===== config.mk =====
export PLATFORM = sky130hd
export DESIGN_NAME = jk_cmd_driver
export DESIGN_NICKNAME = d
export VERILOG_FILES = /design/src/rtl/jk_pkg.sv /design/src/rtl/jk_model_chk.sv /design/src/rtl/jk_cmd_driver.sv
export SDC_FILE = /design/constraint.sdc
export NUM_CORES = 1
export LEC_CHECK = 0
export ABC_AREA = 0
export CAP_MARGIN = 20
export CORE_MARGIN = 2
export CORE_UTILIZATION = 54
export CTS_BUF_LIST = sky130_fd_sc_hd__clkbuf_4
export CTS_CLUSTER_SIZE = 16
export DETAILED_ROUTE_END_ITERATION = 10
export HOLD_SLACK_MARGIN = 0.05
export PLACE_DENSITY = 0.9
export SYNTH_ARGS = -nofsm -noshare
export SYNTH_HDL_FRONTEND = slang
export SYNTH_SLANG_ARGS = --single-unit
export TNS_END_PERCENT = 20

===== constraint.sdc =====
create_clock -name clk -period 2.9 [get_ports clk]
set_clock_uncertainty 0.05 [all_clocks]
set_input_delay 0.58 -clock clk [delete_from_list [all_inputs] [get_ports clk]]
set_output_delay 0.58 -clock clk [all_outputs]
set_load 0.03 [all_outputs]

===== src/rtl/jk_pkg.sv =====
// Shared types for the JK command driver: opcode and state enums,
// opcode width and the opcode-to-{j,k} decode helper.
package jk_pkg;

    localparam int unsigned OP_W = 2;

    typedef enum logic [OP_W-1:0] {
        JK_HOLD   = 2'b00,
        JK_RESET  = 2'b01,
        JK_SET    = 2'b10,
        JK_TOGGLE = 2'b11
    } jk_op_e;

    typedef enum logic {
        ST_IDLE  = 1'b0,
        ST_DRIVE = 1'b1
    } jk_state_e;

    // Returns {j,k} for an opcode.
    function automatic logic [1:0] jk_decode(jk_op_e op);
        logic [1:0] jk;
        jk = 2'b00;
        unique case (op)
            JK_HOLD:   jk = 2'b00;
            JK_RESET:  jk = 2'b01;
            JK_SET:    jk = 2'b10;
            JK_TOGGLE: jk = 2'b11;
            default:   jk = 2'b00;
        endcase
        return jk;
    endfunction

endpackage


===== src/rtl/jk_model_chk.sv =====
// Behavioural model of the downstream JK flip-flop with a sticky
// mismatch flag against the fed-back q.
// Ports: clk, rstn (async, active-low), j/k (driven values),
//        q_fb (flip-flop q), err (sticky mismatch).
module jk_model_chk (
    input  logic clk,
    input  logic rstn,
    input  logic j,
    input  logic k,
    input  logic q_fb,
    output logic err
);

    logic q_exp_q, q_exp_d;
    logic err_q, err_d;

    always_comb begin
        q_exp_d = (j & ~q_exp_q) | (~k & q_exp_q);
        // Model and real flop update on the same edge, so compare
        // the pre-edge values of both.
        err_d   = err_q | (q_fb ^ q_exp_q);
    end

    always_ff @(posedge clk or negedge rstn) begin
        if (!rstn) begin
            q_exp_q <= 1'b0;
            err_q   <= 1'b0;
        end else begin
            q_exp_q <= q_exp_d;
            err_q   <= err_d;
        end
    end

    assign err = err_q;

endmodule


===== src/rtl/jk_cmd_driver.sv =====
// Command-driven J/K stimulus stage: holds the decoded {j,k} for
// len+1 cycles per accepted command, then returns to HOLD.
// Ports: clk, rstn (async, active-low), cmd_valid/cmd_ready/cmd_op/
//        cmd_len (command handshake), j/k (registered drive),
//        busy, done (one-cycle end pulse), q_fb, err (checker).
// Optional macro JK_CMD_CHECK_EN adds the flip-flop model checker;
// without it err is 0 and q_fb is ignored.
import jk_pkg::*;

module jk_cmd_driver #(
    parameter int CNT_W = 8
) (
    input  logic             clk,
    input  logic             rstn,
    input  logic             cmd_valid,
    output logic             cmd_ready,
    input  logic [OP_W-1:0]  cmd_op,
    input  logic [CNT_W-1:0] cmd_len,
    output logic             j,
    output logic             k,
    output logic             busy,
    output logic             done,
    input  logic             q_fb,
    output logic             err
);

    jk_state_e        state_q, state_d;
    jk_op_e           op_q, op_d;
    logic [CNT_W-1:0] cnt_q, cnt_d;
    logic             j_q, j_d;
    logic             k_q, k_d;
    logic             busy_q, busy_d;
    logic             done_q, done_d;
    logic             accept;

    // Ready depends on state/count only, never on cmd_valid.
    assign cmd_ready = (state_q == ST_IDLE) || (cnt_q == '0);
    assign accept    = cmd_valid & cmd_ready;

    always_comb begin
        state_d = state_q;
        op_d    = op_q;
        cnt_d   = cnt_q;
        j_d     = j_q;
        k_d     = k_q;
        busy_d  = busy_q;
        done_d  = 1'b0;

        unique case (state_q)
            ST_IDLE: begin
                if (accept) begin
                    state_d    = ST_DRIVE;
                    op_d       = jk_op_e'(cmd_op);
                    cnt_d      = cmd_len;
                    {j_d, k_d} = jk_decode(jk_op_e'(cmd_op));
                    busy_d     = 1'b1;
                end
            end
            ST_DRIVE: begin
                if (cnt_q != '0) begin
                    cnt_d      = cnt_q - CNT_W'(1);
                    {j_d, k_d} = jk_decode(op_q);
                end else begin
                    // Last drive cycle: end of this command either way.
                    done_d = 1'b1;
                    if (accept) begin
                        op_d       = jk_op_e'(cmd_op);
                        cnt_d      = cmd_len;
                        {j_d, k_d} = jk_decode(jk_op_e'(cmd_op));
                        busy_d     = 1'b1;
                    end else begin
                        state_d    = ST_IDLE;
                        op_d       = JK_HOLD;
                        {j_d, k_d} = 2'b00;
                        busy_d     = 1'b0;
                    end
                end
            end
            default: begin
                state_d = ST_IDLE;
            end
        endcase
    end

    always_ff @(posedge clk or negedge rstn) begin
        if (!rstn) begin
            state_q <= ST_IDLE;
            op_q    <= JK_HOLD;
            cnt_q   <= '0;
            j_q     <= 1'b0;
            k_q     <= 1'b0;
            busy_q  <= 1'b0;
            done_q  <= 1'b0;
        end else begin
            state_q <= state_d;
            op_q    <= op_d;
            cnt_q   <= cnt_d;
            j_q     <= j_d;
            k_q     <= k_d;
            busy_q  <= busy_d;
            done_q  <= done_d;
        end
    end

    assign j    = j_q;
    assign k    = k_q;
    assign busy = busy_q;
    assign done = done_q;

`ifdef JK_CMD_CHECK_EN
    jk_model_chk u_chk (
        .clk  (clk),
        .rstn (rstn),
        .j    (j_q),
        .k    (k_q),
        .q_fb (q_fb),
        .err  (err)
    );
`else
    logic unused_q_fb;
    assign unused_q_fb = q_fb;
    assign err         = 1'b0;
`endif

endmodule


==> impl_results.md <==
- Clock Latency Late Sink: 0.28 ns
- Aggregate routed wire length: 1760 um
- Crit. End Element: primary output
- HP Class: reg2reg
- Pwr Total: 0.366 mW
- Top delay family on crit path: simple AND/OR/NAND/NOR gates
- Internal power: 0.288 mW
- Yosys top cell by area: dfrtp_1
- Startpoint Class: flop
- 1st-pass router iterations: 4
- # setup viols final: 0
- Net Switching: 0.0780 mW
- Hpwl dp: 1220 um
- Clock net sink count: 15
- Io pins: 20
- Setup TNS: 0 ns
- # Post-CTS Setup Buffers: 0
- Bufs and invs on worst path: 3
- CTS tree: yes
- CTS Hold Bufs: 0
- Maximum VDD drop: 0.262 mV
- # fillers: 118
- Die area: 1880 um2
- CP max FO: 6
- Pre-CTS setup slack: 0.216 ns
- Part of the power in registers: 0.571
- H-tree Lvls: 1
- Most common cell in the netlist: dfrtp_1
- CORE AREA: 1470 um2
- Total CTS buffers: 3
- Vias in the first global route: 622
- Logic pwr share: 0.079
- Synth Net Count: 99
- Async SR Flop Fraction: 1.00
- Crit path time final: 2.72 ns
- CP Data Required Time: 2.27 ns
- WL/cell: 15.2 um
- Global-route wire length before repair: 2950 um
- Pleak: 0.460 nW
- Cell Area, Synth: 836 um2
- Rows: 14
- Placed instance area: 987 um2
- Post-Route Utilization: 0.690
- Power per cell area: 360 nW/um2
- Synth Warn #: 0
- Number of routed nets with antenna violations: 0
- Most common library cells after synthesis: dfrtp_1 (15), o21ai_0 (6), nor3_1 (5), inv_1 (4), nand2_1 (4)
- Avg Cell Area, Syn: 9.95 um2
- Final hold violation count: 0
- Number of flops mapped to enable cells by yosys: 0
- Final period util: 0.939
- CP max-delay cell: or3b_1
- 1st-iter DRT viols: 17
- Clock power frac: 0.350
- Yosys cell types: 39
- Ratio of cells with drive above 1 in the final layout: 0.130
- Initial antenna violation count: 0
- Vias/cell: 6.08
- Final GP Congestion: 0.762
- Pin count of the biggest net entering global routing: 18
- Die W: 43.3 um
- Post-synth top area share: 0.449
- Prevailing post-synth register cell: dfrtp_1
- Top post-synthesis cells by area: dfrtp_1 (45%), mux2i_1 (3.6%), o21ai_0 (3.6%)
- Gr ovfl total: 0
- CP Class: reg2out
- Worst setup margin: 0.176 ns
- Yosys reg bits: 15
- RSZ-0062 raised after global routing: false
- Via count: 705
- Clock-pin slew on the worst setup and hold paths: 0.09 ns
- Status: complete, no violations
- Diode count: 0
- Normalized max-slew margin: 0.542
- Drt drc: 0
- GRT Overall Usage: 0.215
- Synth Instances: 84
- Critical-path cell list: inv_1 > ha_1 > or3b_1 > nor2_4 > nor2_2 > clkinv_4 > dlygate4sd2_1
- Post-route cell area: 1020 um2
- Root buf cell: clkbuf_4
- Max-cap violations: 0
- Area Overhead vs Synth: 21.6%
- Nets: 116
- CP Data Arrival Time: 2.09 ns
- Worst slew pin tran: 0.684 ns
- Initial core utilization: 0.568
- Crit-path max cell delay: 0.47 ns
- Port Buffers: 17
- Switching share of total power: 0.213
- Post-synthesis sequential area ratio: 0.449
- Clock buffer depth: 2
- Die H: 43.3 um
- Max-slew violations: 0
- F_max: 367 MHz
-- state kept, by name, indices dropped and copies added (netlist names) --
name     cells
busy         1
j            1
done         1
k            1
state_q      1
cnt_q        8
op_q         2
-- layout by cell type (no fill, tap or decap), drive strengths merged, types with 2 or more instances in the layout --
cell type       n
a21o            2
a21oi           3
a221o           2
and3            3
clkbuf          4
clkdlybuf4s50  16
dfrtp          15
inv             4
mux2i           3
nand2           4
nand3           4
nor2            5
nor3            5
nor3b           2
o21ai           7
or3b            2
-- layout make-up --
cell class	instances	area [um2]	share of cell area
multi-input combinational	58	390	0.384
timing repair buffer	18	176	0.174
tap	16	20.0	0.0197
clock buffer	4	30.0	0.0296
sequential	15	375	0.369
inverter	5	23.8	0.0234
-- final timing paths --
path	start	endpoint	slack (ns)	cells past startpoint
setup / recovery	cnt_q[0]	cmd_ready	0.18	7
min in group asynchronous	rstn	cnt_q[4]	0.65	1
max in group asynchronous	rstn	op_q[0]	1.71	1
hold / removal	op_q[0]	op_q[0]	0.46	1
setup reg to reg	cnt_q[0]	j	0.72	9
hold reg to reg	op_q[0]	op_q[0]	0.46	1
-- metrics by stage --
stage / hold slack (ns) / instances
CTS: 0.453 / 116
finish: 0.460 / 116
global route: 0.484 / 116
global placement: 0.415 / 112
detailed placement: 0.434 / 112
floorplan: 0.234 / 84
-- cell families (layout without fill, tap and decap cells) --
kind of cell / Yosys count / in the layout / share of synthesized area
simple gates: 31 / 31 / 0.228
buf+inv: 11 / 27 / 0.0838
compound gates: 22 / 22 / 0.184
other cells: 1 / 1 / 0.00449
mux: 3 / 3 / 0.0359
flops: 15 / 15 / 0.449
fa+ha+maj: 1 / 1 / 0.0150
-- what timing repair did --
action                                  in CTS  in global routing
hold endpoints to repair                     0                  0
endpoints found under the setup margin       1                  0
gates resized for setup                      1                  0
-- power groups by stage --
stage,logic [mW],clock network (mW),registers [mW]
5_1_grt,0.0314,0.142,0.209
6_report,0.0290,0.128,0.209
3_3_place_gp,0.0284,0,0.213
4_1_cts,0.0289,0.131,0.209
2_1_floorplan,0.0102,0,0.213
3_5_place_dp,0.0288,0,0.213
-- metal layers --
layer | track usage | part of all wire
met1 | 0.287 | 0.43
met5 | 0 | 0
met3 | 0.0542 | 0.057
met2 | 0.328 | 0.50
met4 | 0.103 | 0.0096
Note: power is estimated with default switching activity, not from simulation.
